$ cat config.mk
export PLATFORM = sky130hd
export DESIGN_NAME = uart_rx_cfg_flat
export DESIGN_NICKNAME = d
export VERILOG_FILES = /design/src/rtl/uart_pkg.sv /design/src/rtl/uart_rx_cfg_if.sv /design/src/rtl/sync_2ff.sv /design/src/rtl/uart_rx_cfg.sv /design/src/flat_wrapper.sv
export SDC_FILE = /design/constraint.sdc
export NUM_CORES = 1
export LEC_CHECK = 0
export BUFFER_PORTS_ARGS = -buffer_cell sky130_fd_sc_hd__buf_2
export CAP_MARGIN = 25
export CORE_MARGIN = 4
export CORE_UTILIZATION = 53
export CTS_CLUSTER_SIZE = 10
export DETAILED_ROUTE_END_ITERATION = 10
export GPL_ROUTABILITY_DRIVEN = 0
export HOLD_SLACK_MARGIN = 0.08
export PLACE_DENSITY_LB_ADDON = 0.2
export SKIP_CTS_REPAIR_TIMING = 1
export SYNTH_ARGS = -nofsm -noshare
export SYNTH_HDL_FRONTEND = slang
export SYNTH_SLANG_ARGS = --single-unit
$ cat constraint.sdc
create_clock -name clk_i -period 2 [get_ports clk_i]
set_input_delay 0.2 -clock clk_i [delete_from_list [all_inputs] [get_ports clk_i]]
set_output_delay 0.2 -clock clk_i [all_outputs]
set_load 0.1 [all_outputs]
$ cat src/rtl/uart_pkg.sv
// Shared UART types, oversampling constants and stop-length helper.
package uart_pkg;

  localparam int OVERSAMPLE = 16;
  localparam int MID_TICK   = 7;
  localparam int LAST_TICK  = 15;

  typedef enum logic [1:0] {
    PAR_NONE = 2'd0,
    PAR_EVEN = 2'd1,
    PAR_ODD  = 2'd2
  } parity_mode_e;

  typedef enum logic [1:0] {
    STOP_1   = 2'd0,
    STOP_1P5 = 2'd1,
    STOP_2   = 2'd2
  } stop_bits_e;

  typedef enum logic [2:0] {
    RX_IDLE,
    RX_START,
    RX_DATA,
    RX_PARITY,
    RX_STOP,
    RX_WAIT_IDLE
  } rx_state_e;

  // Sample ticks spanned by the stop period, measured from the last data/parity sample.
  function automatic int stop_ticks(stop_bits_e sb);
    case (sb)
      STOP_1P5: return 24;
      STOP_2:   return 32;
      default:  return 16;
    endcase
  endfunction

endpackage

$ cat src/rtl/uart_rx_cfg_if.sv
// Receiver-to-consumer word handshake with error flags and overrun control.
interface uart_rx_cfg_if #(parameter int DataBitsMax = 9);
  logic [DataBitsMax-1:0] dout_o;
  logic                   rx_valid_o;
  logic                   parity_err_o;
  logic                   frame_err_o;
  logic                   break_o;
  logic                   overrun_o;
  logic                   rx_ready_i;
  logic                   overrun_clr_i;

  modport master (
    output dout_o, rx_valid_o, parity_err_o, frame_err_o, break_o, overrun_o,
    input  rx_ready_i, overrun_clr_i
  );

  modport slave (
    input  dout_o, rx_valid_o, parity_err_o, frame_err_o, break_o, overrun_o,
    output rx_ready_i, overrun_clr_i
  );
endinterface

$ cat src/rtl/sync_2ff.sv
// Multi-flop bit synchronizer; resets to 1 so an idle-high line looks idle.
module sync_2ff #(
  parameter int STAGES = 2
) (
  input  logic clk_i,
  input  logic rst_i,
  input  logic d_i,
  output logic q_o
);

  logic [STAGES-1:0] ff;

  // Shift the asynchronous input through the flop chain.
  always_ff @(posedge clk_i or posedge rst_i) begin
    if (rst_i) ff <= '1;
    else       ff <= {ff[STAGES-2:0], d_i};
  end

  assign q_o = ff[STAGES-1];

endmodule

$ cat src/rtl/uart_rx_cfg.sv
// Runtime-configurable 16x oversampling UART receiver with valid/ready output.
module uart_rx_cfg
  import uart_pkg::*;
#(
  parameter int DataBitsMax = 9,
  parameter int Oversample  = 16,
  parameter int SyncStages  = 2
) (
  input  logic                 clk_i,
  input  logic                 rst_i,
  input  logic                 rx_i,
  input  logic                 sample_tick_i,
  input  logic [3:0]           data_bits_i,
  input  logic [1:0]           parity_mode_i,
  input  logic [1:0]           stop_bits_i,
  uart_rx_cfg_if.master        rx_if
);

  // Counter must reach the longest stop period (2 bit times).
  localparam int CNT_W = $clog2(2 * Oversample);

  logic rx_s;

  sync_2ff #(.STAGES(SyncStages)) u_sync (
    .clk_i (clk_i),
    .rst_i (rst_i),
    .d_i   (rx_i),
    .q_o   (rx_s)
  );

  rx_state_e              state_q, state_d;
  logic [CNT_W-1:0]       cnt_q, cnt_d;
  logic [3:0]             bit_q, bit_d;
  logic [DataBitsMax-1:0] buf_q, buf_d;
  logic                   pbit_q, pbit_d;
  logic [3:0]             nbits_q, nbits_d;
  parity_mode_e           par_q, par_d;
  stop_bits_e             stop_q, stop_d;
  logic                   done, ferr_c, perr_c, brk_c;

  logic [3:0]   nbits_in;
  parity_mode_e par_in;
  stop_bits_e   stop_in;

  // Decode raw configuration, mapping illegal encodings to their defaults.
  always_comb begin
    nbits_in = (data_bits_i >= 4'd5 && data_bits_i <= 4'(DataBitsMax)) ? data_bits_i : 4'd8;
    par_in   = (parity_mode_i == 2'd3) ? PAR_NONE : parity_mode_e'(parity_mode_i);
    stop_in  = (stop_bits_i == 2'd3) ? STOP_1 : stop_bits_e'(stop_bits_i);
  end

  // FSM state and frame datapath registers.
  always_ff @(posedge clk_i or posedge rst_i) begin
    if (rst_i) begin
      state_q <= RX_IDLE;
      cnt_q   <= '0;
      bit_q   <= '0;
      buf_q   <= '0;
      pbit_q  <= 1'b0;
      nbits_q <= 4'd8;
      par_q   <= PAR_NONE;
      stop_q  <= STOP_1;
    end else begin
      state_q <= state_d;
      cnt_q   <= cnt_d;
      bit_q   <= bit_d;
      buf_q   <= buf_d;
      pbit_q  <= pbit_d;
      nbits_q <= nbits_d;
      par_q   <= par_d;
      stop_q  <= stop_d;
    end
  end

  // Next-state logic: all sampling happens on tick at fixed counter values.
  always_comb begin
    state_d = state_q;
    cnt_d   = cnt_q;
    bit_d   = bit_q;
    buf_d   = buf_q;
    pbit_d  = pbit_q;
    nbits_d = nbits_q;
    par_d   = par_q;
    stop_d  = stop_q;
    done    = 1'b0;
    ferr_c  = 1'b0;
    case (state_q)
      RX_IDLE: begin
        if (!rx_s) begin
          state_d = RX_START;
          cnt_d   = '0;
          buf_d   = '0;
          pbit_d  = 1'b0;
          nbits_d = nbits_in;
          par_d   = par_in;
          stop_d  = stop_in;
        end
      end
      RX_START: begin
        if (sample_tick_i) begin
          if (cnt_q == CNT_W'(MID_TICK)) begin
            cnt_d = '0;
            bit_d = '0;
            // A start bit that is high again by mid-bit was a glitch.
            state_d = rx_s ? RX_IDLE : RX_DATA;
          end else begin
            cnt_d = cnt_q + 1'b1;
          end
        end
      end
      RX_DATA: begin
        if (sample_tick_i) begin
          if (cnt_q == CNT_W'(LAST_TICK)) begin
            cnt_d = '0;
            for (int i = 0; i < DataBitsMax; i++)
              if (bit_q == 4'(i)) buf_d[i] = rx_s;
            if (bit_q == nbits_q - 4'd1)
              state_d = (par_q != PAR_NONE) ? RX_PARITY : RX_STOP;
            else
              bit_d = bit_q + 4'd1;
          end else begin
            cnt_d = cnt_q + 1'b1;
          end
        end
      end
      RX_PARITY: begin
        if (sample_tick_i) begin
          if (cnt_q == CNT_W'(LAST_TICK)) begin
            cnt_d   = '0;
            pbit_d  = rx_s;
            state_d = RX_STOP;
          end else begin
            cnt_d = cnt_q + 1'b1;
          end
        end
      end
      RX_STOP: begin
        if (sample_tick_i) begin
          if (cnt_q == CNT_W'(LAST_TICK) && !rx_s) begin
            // Bad stop bit: finish now and wait for the line to release.
            done    = 1'b1;
            ferr_c  = 1'b1;
            state_d = RX_WAIT_IDLE;
          end else if (cnt_q == CNT_W'(stop_ticks(stop_q) - 1)) begin
            done    = 1'b1;
            state_d = RX_IDLE;
          end else begin
            cnt_d = cnt_q + 1'b1;
          end
        end
      end
      RX_WAIT_IDLE: begin
        if (rx_s) state_d = RX_IDLE;
      end
      default: state_d = RX_IDLE;
    endcase
  end

  // Error flags for the completing frame, from the captured data and parity bit.
  always_comb begin
    perr_c = (par_q != PAR_NONE) && ((^buf_q ^ pbit_q) == (par_q == PAR_EVEN));
    brk_c  = ferr_c && (buf_q == '0) && ((par_q == PAR_NONE) || !pbit_q);
  end

  // Output holding register with valid/ready handshake and sticky overrun.
  always_ff @(posedge clk_i or posedge rst_i) begin
    if (rst_i) begin
      rx_if.dout_o       <= '0;
      rx_if.rx_valid_o   <= 1'b0;
      rx_if.parity_err_o <= 1'b0;
      rx_if.frame_err_o  <= 1'b0;
      rx_if.break_o      <= 1'b0;
      rx_if.overrun_o    <= 1'b0;
    end else begin
      if (done && (!rx_if.rx_valid_o || rx_if.rx_ready_i)) begin
        rx_if.dout_o       <= buf_q;
        rx_if.rx_valid_o   <= 1'b1;
        rx_if.parity_err_o <= perr_c;
        rx_if.frame_err_o  <= ferr_c;
        rx_if.break_o      <= brk_c;
      end else if (rx_if.rx_valid_o && rx_if.rx_ready_i) begin
        rx_if.rx_valid_o <= 1'b0;
      end
      // A dropped frame outranks a simultaneous clear.
      if (done && rx_if.rx_valid_o && !rx_if.rx_ready_i)
        rx_if.overrun_o <= 1'b1;
      else if (rx_if.overrun_clr_i)
        rx_if.overrun_o <= 1'b0;
    end
  end

endmodule
$ cat src/flat_wrapper.sv
// flat-port wrapper written by rule: the top's interface ports become plain ports
module uart_rx_cfg_flat import uart_pkg::*;
#(
  parameter int DataBitsMax = 9,
  parameter int Oversample  = 16,
  parameter int SyncStages  = 2
)
  (clk_i, rst_i, rx_i, sample_tick_i, data_bits_i, parity_mode_i, stop_bits_i, rx_if_dout_o, rx_if_rx_valid_o, rx_if_parity_err_o, rx_if_frame_err_o, rx_if_break_o, rx_if_overrun_o, rx_if_rx_ready_i, rx_if_overrun_clr_i);
  uart_rx_cfg_if #(.DataBitsMax(DataBitsMax)) rx_if_i ();
  input  logic clk_i;
  input  logic rst_i;
  input  logic rx_i;
  input  logic sample_tick_i;
  input  logic [3:0] data_bits_i;
  input  logic [1:0] parity_mode_i;
  input  logic [1:0] stop_bits_i;
  output wire logic [$bits(rx_if_i.dout_o)-1:0] rx_if_dout_o;
  output wire logic [$bits(rx_if_i.rx_valid_o)-1:0] rx_if_rx_valid_o;
  output wire logic [$bits(rx_if_i.parity_err_o)-1:0] rx_if_parity_err_o;
  output wire logic [$bits(rx_if_i.frame_err_o)-1:0] rx_if_frame_err_o;
  output wire logic [$bits(rx_if_i.break_o)-1:0] rx_if_break_o;
  output wire logic [$bits(rx_if_i.overrun_o)-1:0] rx_if_overrun_o;
  input wire logic [$bits(rx_if_i.rx_ready_i)-1:0] rx_if_rx_ready_i;
  input wire logic [$bits(rx_if_i.overrun_clr_i)-1:0] rx_if_overrun_clr_i;
  assign rx_if_dout_o = rx_if_i.dout_o;
  assign rx_if_rx_valid_o = rx_if_i.rx_valid_o;
  assign rx_if_parity_err_o = rx_if_i.parity_err_o;
  assign rx_if_frame_err_o = rx_if_i.frame_err_o;
  assign rx_if_break_o = rx_if_i.break_o;
  assign rx_if_overrun_o = rx_if_i.overrun_o;
  assign rx_if_i.rx_ready_i = rx_if_rx_ready_i;
  assign rx_if_i.overrun_clr_i = rx_if_overrun_clr_i;
  uart_rx_cfg #(.DataBitsMax(DataBitsMax), .Oversample(Oversample), .SyncStages(SyncStages)) u_core (.clk_i(clk_i), .rst_i(rst_i), .rx_i(rx_i), .sample_tick_i(sample_tick_i), .data_bits_i(data_bits_i), .parity_mode_i(parity_mode_i), .stop_bits_i(stop_bits_i), .rx_if(rx_if_i));
endmodule
==> flow_metrics.py <==
metrics = {
    "sta": {
        "max_freq_mhz": 489,
        "setup-violations-final": 12,
        "period_share_pct": 102,
        "tightest_slew_ns": 0.559,
        "slew_headroom_pct": 62.7,
        "tns_ns": -0.232,
        "report.final.slew_viol_count": 0,
        "finClkSkew_ns": 0.00855,
        "rsz0062_at_grt": "yes",
        "worst_slack_ns": -0.0439,
        "hold_viol": 0,
        "fin_crit_ns": 2.04,
    },
    "run_status": {
        "violations": "setup timing",
        "status": "finished with violations",
    },
    "yosys": {
        "ys_warn_count": 0,
        "async_flop_share_pct": 100,
        "syn_area_mm2": 0.00262,
        "yosys_most_used_dff": "dfrtp_1",
        "ys_seq_area_share_pct": 44.1,
        "syn_inst": 291,
        "synth.net_count": 318,
        "synth_top_area_cell": "dfrtp_1",
        "synth_top_area_share_pct": 41.1,
        "yosysUniqueCellTypes": 46,
        "ys_ff_latch": 46,
        "syn_area_per_cell_um2": 8.99,
        "synthTopCellsByArea": "dfrtp_1, o21ai_0, ha_1",
        "synth_edf_count": 0,
    },
    "cts": {
        "cts-root-buf": "clkbuf_8",
        "clkSinkCount": 46,
        "clock_latency_ns": 0.30,
        "cts_tree": "done",
        "path_clk_slew_ns": 0.08,
        "htreeDepth": 2,
        "numCtsBuffers": 5,
        "clk_path_buf_depth": 2,
    },
    "finish": {
        "instances_no_fill": 413,
        "fill_cells": 400,
        "final_cell_mix": "dfrtp_1, inv_1, nand2_1, o21ai_0, buf_2",
        "final_common_cell": "dfrtp_1",
        "fin_util_pct": 67.5,
        "antenna_cells": 0,
        "nNetsFinal": 372,
        "drive_gt1_share_pct": 23.4,
        "area_delta_synth_final_pct": 22.6,
    },
    "drt": {
        "dr.pass1.iters": 4,
        "via_count": 2206,
        "dr.first_iter.drc_count": 129,
        "drt_wl_total_um": 5550,
        "final_antenna_net_count": 0,
        "routedWlPerCell_um": 13.4,
        "remaining_drc_errors": 0,
        "avgViaCountPerCell": 5.34,
    },
    "pwr": {
        "p_total_mw": 3.04,
        "power.density_mw_per_mm2": 947,
        "leakage_nw": 1.49,
        "irDropWorstVdd_uv": 611,
    },
    "placement": {
        "port_buffers": 27,
        "dp_hpwl_um": 3940,
        "pre_cts_slack_ns": -0.0141,
        "dp_cells": 390,
    },
    "die": {
        "rows": 25,
        "die_w_um": 78.3,
        "core_region_area_mm2": 0.00475,
        "io_pins": 28,
        "die_y_um": 78.3,
        "dieArea_mm2": 0.00613,
        "start_util_pct": 55.1,
    },
    "grt": {
        "grt_pass1_vias": 2025,
        "grt_usage_pct": 18.4,
        "grt_max_degree": 47,
        "grt_pass1_wl_um": 9120,
        "grt_overflow": 0,
        "antenna_found_initial": 0,
    },
    "setup_path": {
        "cp-end-kind": "register",
        "critPathLaunchType": "register",
        "arrival_ns": 2.22,
        "required_ns": 2.18,
        "crit_path_max_fanout": 4,
        "path_class": "register to register",
    },
    "flow_run": {
        "max-cap-violations": 0,
    },
    "min_path": {
        "holdCritPathClass": "primary input to register",
    },
}
==> synthesized netlist by cell type (all sizes together), types with 2 or more instances <==
cell	number
a211oi	2
a21o	3
a21oi	12
a22oi	2
buf	5
clkbuf	5
dfrtp	43
dfstp	3
ha	13
inv	28
mux2	2
mux2i	6
nand2	30
nand2b	9
nand3	13
nand4	3
nor2	20
nor2b	5
nor3	6
nor3b	2
o211ai	2
o21ai	41
o22ai	4
o31ai	4
xnor2	9
xor2	3
==> kinds of logic after synthesis <==
kind of cell    after synthesis  synth area share, %
buf+inv                      38                 5.64
fa+ha+maj                    13                 6.21
compound gates               79                 18.8
flops                        46                 44.1
simple gates                 94                 17.2
xor+xnor                     13                 4.88
mux                           8                 3.15
==> state kept, by name (all words and copies together) (netlist names) <==
name,flops
u_core.bit_q,4
u_core.buf_q,9
u_core.cnt_q,5
u_core.nbits_q,4
u_core.par_q,2
u_core.pbit_q,1
u_core.rx_if.break_o,1
u_core.rx_if.dout_o,9
u_core.rx_if.frame_err_o,1
u_core.rx_if.overrun_o,1
u_core.rx_if.parity_err_o,1
u_core.rx_if.rx_valid_o,1
u_core.state_q,3
u_core.stop_q,2
u_core.u_sync.ff,2
==> where the power goes <==
part | total [mW] | leakage (nW) | switching, mW | internal [mW]
Sequential | 1.26 | 0.605 | 0.183 | 1.07
Combinational | 1.22 | 0.844 | 0.671 | 0.551
Clock | 0.561 | 0.0441 | 0.315 | 0.246
Total | 3.04 | 1.49 | 1.17 | 1.87
==> cell type report <==
type,instances,area (um2),area share (%)
inverter,28,105,3.27
tap,67,83.8,2.61
clock inverter,3,21.3,0.663
multi-input combinational,208,1400,43.5
clock buffer,5,68.8,2.14
sequential,46,1150,36.0
timing repair buffer,56,379,11.8
==> metrics by stage <==
stage          hold slack, ns  area (um2)
2_1_floorplan           0.204        2630
3_3_place_gp            0.305        2920
3_5_place_dp            0.308        2920
4_1_cts              -0.00466        3010
5_1_grt                 0.155        3210
6_report                0.155        3210
==> layer usage <==
metal / track usage, % / routed length, um / up-vias
met4: 6.12 / 103 / 0
met3: 3.56 / 278 / 13
met1: 25.9 / 2580 / 1013
met2: 28.8 / 2590 / 62
met5: 0 / 0 / -
li1: - / - / 1118
==> critical path, stage by stage, from the launching register on <==
cell and delay, ns:
dfrtp_1 0.39, ha_2 0.22, nand2_4 0.07, nor2_4 0.14, ha_4 0.18, buf_6 0.11
nand2b_4 0.07, o31ai_4 0.08, nand4_1 0.19, buf_4 0.21, mux2_2 0.27
==> worst paths after layout <==
check                                               to                 from  cells after the start  slack (ns)
worst max-delay path            u_core.rx_if.dout_o[8]      u_core.cnt_q[1]                     10       -0.04
worst min-delay path                  u_core.stop_q[0]       stop_bits_i[0]                      3        0.16
worst max register to register  u_core.rx_if.dout_o[8]      u_core.cnt_q[1]                     10       -0.04
worst min register to register     u_core.u_sync.ff[1]  u_core.u_sync.ff[0]                      0        0.36
max in group asynchronous            u_core.nbits_q[3]                rst_i                      4        1.03
min in group asynchronous       u_core.rx_if.dout_o[3]                rst_i                      4        0.59
(Power assumes the default switching activity.)
